==> config.mk <==
export PLATFORM = sky130hd
export DESIGN_NAME = sbox_dec_layer_ctrl
export DESIGN_NICKNAME = d
export VERILOG_FILES = /design/src/rtl/sbox_dec_layer_ctrl.sv
export SDC_FILE = /design/constraint.sdc
export NUM_CORES = 1
export LEC_CHECK = 0
export CAP_MARGIN = 20
export CELL_PAD_IN_SITES_DETAIL_PLACEMENT = 1
export CELL_PAD_IN_SITES_GLOBAL_PLACEMENT = 2
export CORE_MARGIN = 2
export CORE_UTILIZATION = 26
export DETAILED_ROUTE_END_ITERATION = 12
export GPL_TIMING_DRIVEN = 1
export PLACE_DENSITY_LB_ADDON = 0.1
export SYNTH_ARGS = -nofsm -noshare
export SYNTH_HDL_FRONTEND = slang
export SYNTH_SLANG_ARGS = --single-unit
==> constraint.sdc <==
create_clock -name clk_i -period 2.1 [get_ports clk_i]
set_input_delay 0.21 -clock clk_i [delete_from_list [all_inputs] [get_ports clk_i]]
set_output_delay 0.21 -clock clk_i [all_outputs]
set_load 0.03 [all_outputs]
==> src/rtl/sbox_dec_layer_ctrl.sv <==
// BORON decryption inverse-substitution sequencer: streams the 16 nibbles of a
// 64-bit state through LANES external inverse S-boxes, LANES nibbles per cycle.
module sbox_dec_layer_ctrl #(
    parameter int unsigned LANES = 1
) (
    input  logic               clk_i,
    input  logic               rst_ni,
    input  logic [63:0]        data_i,
    input  logic               valid_i,
    output logic               ready_o,
    output logic [63:0]        data_o,
    output logic               valid_o,
    input  logic               ready_i,
    output logic [4*LANES-1:0] sbox_di_o,
    input  logic [4*LANES-1:0] sbox_do_i,
    output logic               busy_o
);

    localparam int unsigned STEPS = 16 / LANES;
    localparam int unsigned CW    = (STEPS > 1) ? $clog2(STEPS) : 1;
    localparam int unsigned W     = 4 * LANES;

    if (!(LANES == 1 || LANES == 2 || LANES == 4 || LANES == 8 || LANES == 16)) begin : g_bad_lanes
        $error("LANES must be 1, 2, 4, 8 or 16");
    end

    typedef enum logic [1:0] {
        IDLE,
        SUB,
        DONE
    } state_t;

    state_t          state_q, state_d;
    logic [CW-1:0]   step_q, step_d;
    logic [63:0]     data_q, data_d;

    always_ff @(posedge clk_i or negedge rst_ni) begin
        if (!rst_ni) begin
            state_q <= IDLE;
            step_q  <= '0;
            data_q  <= '0;
        end else begin
            state_q <= state_d;
            step_q  <= step_d;
            data_q  <= data_d;
        end
    end

    always_comb begin
        state_d   = state_q;
        step_d    = step_q;
        data_d    = data_q;
        ready_o   = 1'b0;
        valid_o   = 1'b0;
        busy_o    = 1'b0;
        sbox_di_o = '0;

        unique case (state_q)
            IDLE: begin
                ready_o = 1'b1;
                if (valid_i) begin
                    data_d  = data_i;
                    step_d  = '0;
                    state_d = SUB;
                end
            end
            SUB: begin
                busy_o = 1'b1;
                // Constant-index slice per step keeps the lane mux free of
                // variable part-selects; only the matching step is active.
                for (int unsigned k = 0; k < STEPS; k++) begin
                    if (step_q == CW'(k)) begin
                        sbox_di_o           = data_q[k*W +: W];
                        data_d[k*W +: W]    = sbox_do_i;
                    end
                end
                if (step_q == CW'(STEPS - 1)) begin
                    step_d  = '0;
                    state_d = DONE;
                end else begin
                    step_d  = step_q + CW'(1);
                end
            end
            DONE: begin
                valid_o = 1'b1;
                if (ready_i) begin
                    state_d = IDLE;
                end
            end
            default: begin
                state_d = IDLE;
                step_d  = '0;
            end
        endcase
    end

    assign data_o = data_q;

endmodule

Yosys cells after proc, flatten, opt, wreduce, memory -nomap -nowiden
Cells that the tools add are included.

word-level totals
  memory bits (writable) = 0
  output and inout bits = 71
  memories kept = 0
  latch bits = 0
  register bits after elaboration = 70
  memory bits (read-only) = 0

cells by class
  add/subtract/negate cells = 1
  multipliers = 0
  order comparisons = 0
  shifts and indexed selects = 0
  muxes and demuxes = 45
  bitwise logic cells = 1
  eq/ne operators = 35
  reduce and logical (&&, ||, !) cells = 21
  div/mod/pow operators = 0

operator list
  operator             number
  $mux 4               35
  $pmux 64 s2          1
  $mux 64              1
  $reduce_and 3->1     17
  $ne 2x2->1 const B   18
  $eq 4x4->1 const B   8
  $eq 4x3->1 const B   4
  $pmux 4 s3           1
  $eq 4x2->1 const B   2
  $mux 2               3
  $pmux 2 s3           1
  $add 4x1->4 const B  1
  $eq 4x1->1 const B   1
  $logic_not 4->1      1
  $mux 1               3
  $eq 2x1->1 const B   1
  $eq 2x2->1 const B   1
  $logic_not 2->1      1
  $reduce_and 2->1     1
  $reduce_bool 2->1    1
  $not 1->1            1

Depth between registers and ports, before layout
Gate-level depths: netlist (run 1).

  depth after elaboration = 18
  depth in mapped cells = 9

Least setup slack after synthesis (run 1)
OpenSTA, ideal clock, no wires.

  path type = reg-to-output
  start point = register step_q[0]
  end point = output port sbox_di_o[1]
  stages on the path, launching flop included = 10
  arrival time = 2.297 ns
  setup slack = -0.407 ns
  path through = dfrtp_1 > inv_1 > ha_1 > buf_4 > nor2b_1 > buf_4 > nor2b_1 > o21ai_1 > o2111ai_1 > a221oi_1

between the ends
  word-level cells in the longest chain between the ends = 18

RTL lines
  element                   RTL line  text
  start: declaration        34        logic [CW-1:0] step_q, step_d;
  start signal: assignment  44        step_q <= step_d;
  $logic_not 4->1           72        if (step_q == CW'(k)) begin
  $mux 4 (15 in series)     72
  $mux 4 (*)                72
  $mux 4 (*)                58        unique case (state_q)
  end: declaration          14        output logic [4*LANES-1:0] sbox_di_o,

Mark *: on every way between the ends. The rest lies on a longest branch, timed or not.

Worst setup path in the final report (run 1)
Same ends and word-level chain as after synthesis.

==> impl_summary.log, run 1 <==
[metrics] run status: finished with violations
[metrics] violations in the final reports: negative setup slack
[metrics] max_cap viols: 0
[metrics] maximum number of pins on one net before global-route repair: 71
[metrics] FF+latch count, synth: 70
[metrics] relative contribution of the clock network to total power: 0.109
[metrics] Ant. Diodes: 0
[metrics] total power: 12.9 mW
[metrics] final setup skew: 0.00573 ns
[metrics] Starting DRT DRC Count: 180
[metrics] IO Port Bufs: 142
[metrics] Cell Area, Synth: 4050 um^2
[metrics] area of the core: 15200 um^2
[metrics] critical path required time: 1.89 ns
[metrics] combined area of the multi-input logic cells: 2350 um^2
[metrics] DRC violations left: 0
[metrics] minimum setup slack among reg-to-reg paths: 0.22 ns
[metrics] critical path class: flop to output port
[metrics] area of the die: 16600 um^2
[metrics] number of enable-type register cells in the synthesized netlist: 0
[metrics] Min-Delay Path Class: input port to asynchronous set/reset pin
[metrics] via total after detailed routing: 4585
[metrics] share of layout cells above drive strength 1: 0.236
[metrics] half-perimeter wire length after placement: 14.5 mm
[metrics] Clock transition at path regs: 0.06 ns
[metrics] number of global-route vias before repair: 4864
[metrics] Final Worst Setup Slack: -0.446 ns
[metrics] clock sink total: 70
[metrics] top_reg_cell synth: sky130_fd_sc_hd__dfrtp_1
[metrics] setup-violating endpoint count in the final report: 4
[metrics] Leakage Power: 2.82 nW
[metrics] endpoint of the most critical setup path: sbox_di_o[1]
[metrics] H-tree Lvls: 3
[metrics] Int Power: 6.68 mW
[metrics] global-route usage over all layers: 0.235
[metrics] CTS tree: yes
[metrics] Yosys warnings: 0
[metrics] net count after synthesis: 554
[metrics] Arr. time, crit path: 2.34 ns
[metrics] headroom to the max-slew limit: 0.627
[metrics] die span in y: 129 um
[metrics] CTS max path bufs: 2
[metrics] unrepaired setup endpoints after global routing: yes
[metrics] Non-Filler Cell Area, Final: 6850 um^2
[metrics] Worst R2R Path Depth: 7
[metrics] TritonCTS buffer count: 9
[metrics] Total Wirelength: 19.4 mm
[metrics] non-filler cells in the finished layout: 867
[metrics] initial cell density of the core: 0.266
[metrics] Post-synth ARST share: 1.00
[metrics] Via-to-Cell Ratio: 5.29
[metrics] post-synthesis to final-layout area growth: 69.2%
[metrics] count of standard-cell rows: 45
[metrics] capture point of the worst reg-to-reg path: data_o[51]
[metrics] maximum fanout encountered on the critical timing path: 5
[metrics] area of placed instances: 6120 um^2
[metrics] Worst R2R Start: step_q[2]
[metrics] post-synthesis instance total: 478
[metrics] pre-CTS setup slack: -0.409 ns
[metrics] number of filler instances in the final layout: 1775
[metrics] Seq pwr share: 0.220
[metrics] leftover overflow at the end of global routing: 0
[metrics] placed cell count: 836
[metrics] final net count: 750
[metrics] initial antenna violation count: 0
[metrics] gp weighted congestion: 0.893
[metrics] setup TNS: -1.62 ns
[metrics] Power Density: 1880 nW/um^2
[metrics] Setup crit end kind: output port
[metrics] number of detailed-routing iterations run before antenna repair: 4
[metrics] total net switching power: 6.23 mW
[metrics] slew at the pin closest to its max-slew limit: 0.559 ns
[metrics] Mean Syn Cell Area: 8.47 um^2
[metrics] wire length of the first global-routing pass: 29.1 mm
[metrics] storage element area: 1750 um^2
[metrics] type of origin of the critical path: flop
[metrics] proportion of total power due to net switching: 0.483
[metrics] number of top-level pins: 143
[metrics] Root Driver: sky130_fd_sc_hd__clkbuf_16
[metrics] per-cell routed wire length: 22.4 um
[metrics] Worst setup startpoint: step_q[0]
[metrics] Final Max Slew Viols: 0
[metrics] proportion of power drawn by combinational gates: 0.672
[metrics] count of nets left with antenna violations after detail routing: 0
[metrics] number of hold violations in the final report: 0
[metrics] shortest clock period the worst path allows after layout: 2.55 ns
[metrics] worst-skew pair later-pin latency: 0.34 ns
[metrics] die width: 129 um
[metrics] ratio of final minimum period to clock period: 1.21
[metrics] Seq/Total Area, Yosys: 0.432
[metrics] worst vdd ir: 635 uV
[metrics] Fmax: 0.393 GHz
[metrics] count of cell types in the netlist: 49
==> metrics by stage <==
stage / hold slack [ns] / utilization
floorplan: -0.0856 / -
global placement: 0.263 / 0.402
detailed placement: 0.265 / 0.402
CTS: 0.435 / 0.446
global route: 0.474 / 0.451
finish: 0.393 / 0.451
==> timing repair <==
action	in CTS	in global routing
gates cloned	2	0
gates resized for setup	67	11
setup buffers	12	1
hold endpoints to repair	70	0
pin swaps	19	9
hold buffers	1	0
endpoints found under the setup margin	5	4
==> state kept, by name, summed over array words and instances (netlist names) <==
signal and cells:
step_q 4, state_q 2, data_o 64
==> power groups by stage <==
stage	Clock (mW)	Sequential, mW	Combinational [mW]
final	1.40	2.84	8.67
after global routing	1.48	2.93	9.22
after CTS	1.44	2.84	8.55
after detailed placement	0	2.82	7.63
after global placement	0	2.83	7.55
after floorplan	0	3.68	3.16
==> kinds of logic after synthesis <==
logic type                 count (synthesis)  share of synthesized area
and+or+nand+nor                          138                      0.155
adders and majority gates                  4                     0.0124
DFF                                       70                      0.432
buffers and inverters                     50                     0.0621
AOI/OAI and AO/OA                        216                      0.338
==> worst min path at each step <==
| stage | from | to | slack (ns) | cells past startpoint |
|---|---|---|---|---|
| 2_1_floorplan | rst_ni | data_o[0] | -0.09 | 0 |
| 3_3_place_gp | rst_ni | data_o[44] | 0.26 | 2 |
| 3_5_place_dp | rst_ni | data_o[44] | 0.27 | 2 |
| 4_1_cts | rst_ni | data_o[44] | 0.44 | 3 |
| 5_1_grt | ready_i | state_q[1] | 0.47 | 3 |
| 6_report | rst_ni | data_o[44] | 0.39 | 3 |
==> final cells by class <==
cell class,count,area share
Clock buffer,10,0.0334
Sequential cell,70,0.256
Tap cell,188,0.0343
Timing Repair Buffer,224,0.320
Inverter,11,0.00730
Multi-Input combinational cell,358,0.344
Clock inverter,6,0.00566
==> worst max-delay path: stages, from the launching register on <==
cell	delay, ns
sky130_fd_sc_hd__dfrtp_2	0.48
sky130_fd_sc_hd__inv_4	0.10
sky130_fd_sc_hd__buf_6	0.10
sky130_fd_sc_hd__ha_4	0.17
sky130_fd_sc_hd__nor2b_4	0.24
sky130_fd_sc_hd__a22oi_1	0.15
sky130_fd_sc_hd__o221ai_2	0.17
sky130_fd_sc_hd__nor2_2	0.08
sky130_fd_sc_hd__a221oi_4	0.32
sky130_fd_sc_hd__buf_6	0.17
==> routing by layer <==
| layer | part of all wire | vias to the layer above | GRT usage | routed length, um |
|---|---|---|---|---|
| met1 | 0.47 | 2310 | 0.328 | 9040 |
| met4 | 0.012 | 0 | 0.0639 | 241 |
| li1 | - | 2136 | - | - |
| met2 | 0.48 | 122 | 0.384 | 9250 |
| met5 | 0 | - | 0 | 0 |
| met3 | 0.044 | 17 | 0.0320 | 851 |
==> cells in the mapped netlist, types with 3 or more instances <==
library cell,instances,area (um^2)
sky130_fd_sc_hd__a211oi_1,3,22.5
sky130_fd_sc_hd__and2_1,5,31.3
sky130_fd_sc_hd__inv_1,9,33.8
sky130_fd_sc_hd__a21oi_1,101,505
sky130_fd_sc_hd__nor3_1,3,15.0
sky130_fd_sc_hd__o22ai_1,11,68.8
sky130_fd_sc_hd__buf_6,3,33.8
sky130_fd_sc_hd__nand2b_1,7,43.8
sky130_fd_sc_hd__nand3_1,13,65.1
sky130_fd_sc_hd__buf_1,3,11.3
sky130_fd_sc_hd__a22o_1,17,149
sky130_fd_sc_hd__dfrtp_1,70,1750
sky130_fd_sc_hd__a21oi_2,4,35.0
sky130_fd_sc_hd__o21ai_0,20,100
sky130_fd_sc_hd__buf_2,20,100
sky130_fd_sc_hd__buf_4,4,30.0
sky130_fd_sc_hd__a21o_1,16,120
sky130_fd_sc_hd__a221oi_1,6,52.6
sky130_fd_sc_hd__ha_1,4,50.1
sky130_fd_sc_hd__nor2b_1,8,50.1
sky130_fd_sc_hd__and3_1,3,18.8
sky130_fd_sc_hd__clkbuf_1,9,33.8
sky130_fd_sc_hd__a22oi_1,12,90.1
sky130_fd_sc_hd__nor2_1,60,225
sky130_fd_sc_hd__nand2_1,33,124
sky130_fd_sc_hd__a31oi_1,4,25.0
==> layout by cell type (no fill, tap or decap), drive strengths merged, types with 10 or more instances in the layout <==
cell and instances:
a22o 17, nand3 13, a21oi 105, a21o 16, a22oi 12, nand2 33, dfrtp 70, clkbuf 10
o22ai 11, buf 85, nor2 60, inv 10, clkdlybuf4s50 136, o21ai 22
No activity file was read; power rests on OpenSTA's default activity.
==> run 2: changes to the inputs <==
--- a/config.mk
+++ b/config.mk
@@ -8,7 +8,7 @@
 export CAP_MARGIN = 20
 export CELL_PAD_IN_SITES_DETAIL_PLACEMENT = 1
 export CELL_PAD_IN_SITES_GLOBAL_PLACEMENT = 2
-export CORE_MARGIN = 2
+export CORE_MARGIN = 5
 export CORE_UTILIZATION = 26
 export DETAILED_ROUTE_END_ITERATION = 12
 export GPL_TIMING_DRIVEN = 1
==> run 2 against run 1 <==
The flow still finishes with violations (negative setup slack). Worst setup slack got worse by 0.062 ns. Sequential share of layout area barely moved. Non-clock buffer count rose by 6. Wire length rose by 2.4%. Maximum frequency fell by 2.4%. Clock skew rose by 0.0036 ns. Sequential power rose by 1%. Flip-flop and latch count did not move. Combinational power fell by 3.0%. Global-route usage fell by 1.5 points. Critical path type unchanged. Highest routed layer unchanged.
==> impl_summary.log, run 2 (synthesis results as in run 1) <==
[metrics] run status: finished with violations
[metrics] violations in the final reports: negative setup slack
[metrics] leftover overflow at the end of global routing: 0 (unchanged)
[metrics] final hold slack: 0.295 ns (-0.0986 ns)
[metrics] Total Wirelength: 19.9 mm (+2.4%)
[metrics] pre-CTS setup slack: -0.302 ns (+0.107 ns)
[metrics] Fmax: 0.383 GHz (-2.4%)
[metrics] number of global-route vias before repair: 5039 (+3.6%)
[metrics] Final Max Slew Viols: 0 (unchanged)
[metrics] initial antenna violation count: 0 (unchanged)
[metrics] half-perimeter wire length after placement: 15.1 mm (+4.4%)
[metrics] area of the die: 18200 um^2 (+9.5%)
[metrics] die width: 135 um (+4.7%)
[metrics] share of layout cells above drive strength 1: 0.229 (-0.00644)
[metrics] Via-to-Cell Ratio: 5.18 (-2.1%)
[metrics] gp weighted congestion: 0.871 (-2.5%)
[metrics] worst vdd ir: 999 uV (+57%)
[metrics] most frequent CP cell: sky130_fd_sc_hd__buf_8
[metrics] unrepaired setup endpoints after global routing: yes
[metrics] count of nets left with antenna violations after detail routing: 0 (unchanged)
[metrics] ratio of final minimum period to clock period: 1.24 (+0.0297)
[metrics] post-synthesis to final-layout area growth: 69.0%
[metrics] Arr. time, crit path: 2.40 ns (+0.06 ns)
[metrics] Final Worst Setup Slack: -0.509 ns (-0.0624 ns)
[metrics] per-cell routed wire length: 22.2 um (-0.94%)
[metrics] wire length of the first global-routing pass: 30.4 mm (+4.7%)
[metrics] shortest clock period the worst path allows after layout: 2.61 ns (+0.0624 ns)
[metrics] setup-violating endpoint count in the final report: 4 (unchanged)
[metrics] Clock transition at path regs: 0.06 ns (about the same)
[metrics] Starting DRT DRC Count: 286 (+59%)
[metrics] critical path required time: 1.89 ns (about the same)
[metrics] global-route usage over all layers: 0.220 (-0.0155)
[metrics] CTS tree: yes
[metrics] count of standard-cell rows: 45 (unchanged)
[metrics] max_cap viols: 0 (unchanged)
[metrics] Min-Delay Path Class: input port to asynchronous set/reset pin
[metrics] worst-path cell with the longest stage delay: sky130_fd_sc_hd__dfrtp_2
[metrics] TritonCTS buffer count: 9 (unchanged)
[metrics] setup TNS: -1.82 ns (-0.193 ns)
[metrics] area of the core: 15300 um^2 (+0.37%)
[metrics] Root Driver: sky130_fd_sc_hd__clkbuf_16
[metrics] maximum fanout encountered on the critical timing path: 7 (+2)
[metrics] number of hold violations in the final report: 0 (unchanged)
[metrics] DRC violations left: 0 (unchanged)
[metrics] slew at the pin closest to its max-slew limit: 0.638 ns (+0.0787 ns)
[metrics] IO Port Bufs: 142 (unchanged)
[metrics] total power: 12.9 mW (+0.16%)
[metrics] number of top-level pins: 143 (unchanged)
[metrics] critical path class: flop to output port
[metrics] Leakage Power: 2.85 nW (+0.84%)
[metrics] Worst path max stage delay: 0.44 ns (-0.04 ns)
[metrics] H-tree Lvls: 3 (unchanged)
[metrics] initial cell density of the core: 0.265 (-0.000983)
[metrics] Ant. Diodes: 0 (unchanged)
[metrics] maximum number of pins on one net before global-route repair: 51 (-28%)
[metrics] cell chain of the critical path: inv_4 > ha_4 > buf_12 > buf_8 > buf_8 > a221oi_4 > o22ai_1 > a21oi_1 > buf_4 > o32ai_4 > buf_6
[metrics] highest-count cells in the layout ignoring fill and taps: sky130_fd_sc_hd__clkdlybuf4s50_1 (135), sky130_fd_sc_hd__a21oi_1 (94), sky130_fd_sc_hd__buf_4 (79)
[metrics] Largest register FFs: 64 (unchanged)
[metrics] clock sink total: 70 (unchanged)
[metrics] Power Density: 1890 nW/um^2 (+0.27%)
[metrics] final net count: 756 (+0.80%)
[metrics] final setup skew: 0.00936 ns (+0.00362 ns)
[metrics] via total after detailed routing: 4641 (+1.2%)
[metrics] type of origin of the critical path: flop
[metrics] die span in y: 135 um (+4.7%)
[metrics] headroom to the max-slew limit: 0.575 (-0.0525)
[metrics] worst-skew pair later-pin latency: 0.34 ns (about the same)
[metrics] leading cell type in the layout, fill and taps excluded: sky130_fd_sc_hd__clkdlybuf4s50_1
[metrics] CTS max path bufs: 2 (unchanged)
[metrics] Setup crit end kind: output port
[metrics] number of detailed-routing iterations run before antenna repair: 5 (+1)
run 2: final cells by class:
| cell class | count | area, um^2 |
|---|---|---|
| repair buffers | 230 | 2170 |
| clock buffers | 10 | 229 |
| multi-input cells | 358 | 2290 |
| flip-flops and latches | 70 | 1750 |
| well taps | 211 | 264 |
| clock inverters | 6 | 86.3 |
| fillers | 1758 | 8410 |
| inverters | 11 | 50.0 |
run 2: timing repair:
item                                    CTS  global route
hold buffers                              1             0
setup buffers                            12             5
gates resized for setup                  51             8
endpoints found under the setup margin    8             6
hold endpoints to repair                  9             0
pin swaps                                15            11
run 2: metrics by stage:
stage / cells / util / cell area (um^2)
finish: 896 / 0.449 / 6840
global route: 896 / 0.449 / 6840
CTS: 891 / 0.443 / 6760
detailed placement: 863 / 0.403 / 6150
global placement: 863 / 0.403 / 6150
floorplan: 478 / - / 4100
run 2: path summary, 6_finish.rpt:
path,startpoint,to,slack [ns],cells past startpoint
setup reg to reg,step_q[0],data_o[63],0.15,8
max in group asynchronous,rst_ni,data_o[0],1.30,3
min in group clk_i,data_i[16],data_o[16],0.50,2
hold reg to reg,data_o[41],data_o[41],0.54,2
hold / removal,rst_ni,step_q[2],0.29,2
setup / recovery,step_q[1],sbox_di_o[3],-0.51,11
run 2: power by group:
part / total [mW] / internal, mW / switching (mW)
clock network: 1.64 / 1.04 / 0.599
logic: 8.41 / 3.75 / 4.66
registers: 2.88 / 2.01 / 0.871
total: 12.9 / 6.80 / 6.13
run 2: metal layers:
layer | routed length (um) | GRT usage
met4 | 486 | 0.0707
met5 | 0 | 0
met3 | 920 | 0.0343
met2 | 9070 | 0.345
met1 | 9370 | 0.310
run 2: critical path: cells and delay by family (launching register included):
| family | cells | cell delay, ns |
|---|---|---|
| flip-flops | 1 | 0.44 |
| adder cells (fa/ha/maj) | 1 | 0.18 |
| AO/OA/AOI/OAI | 4 | 0.65 |
| buffers and inverters | 6 | 0.78 |
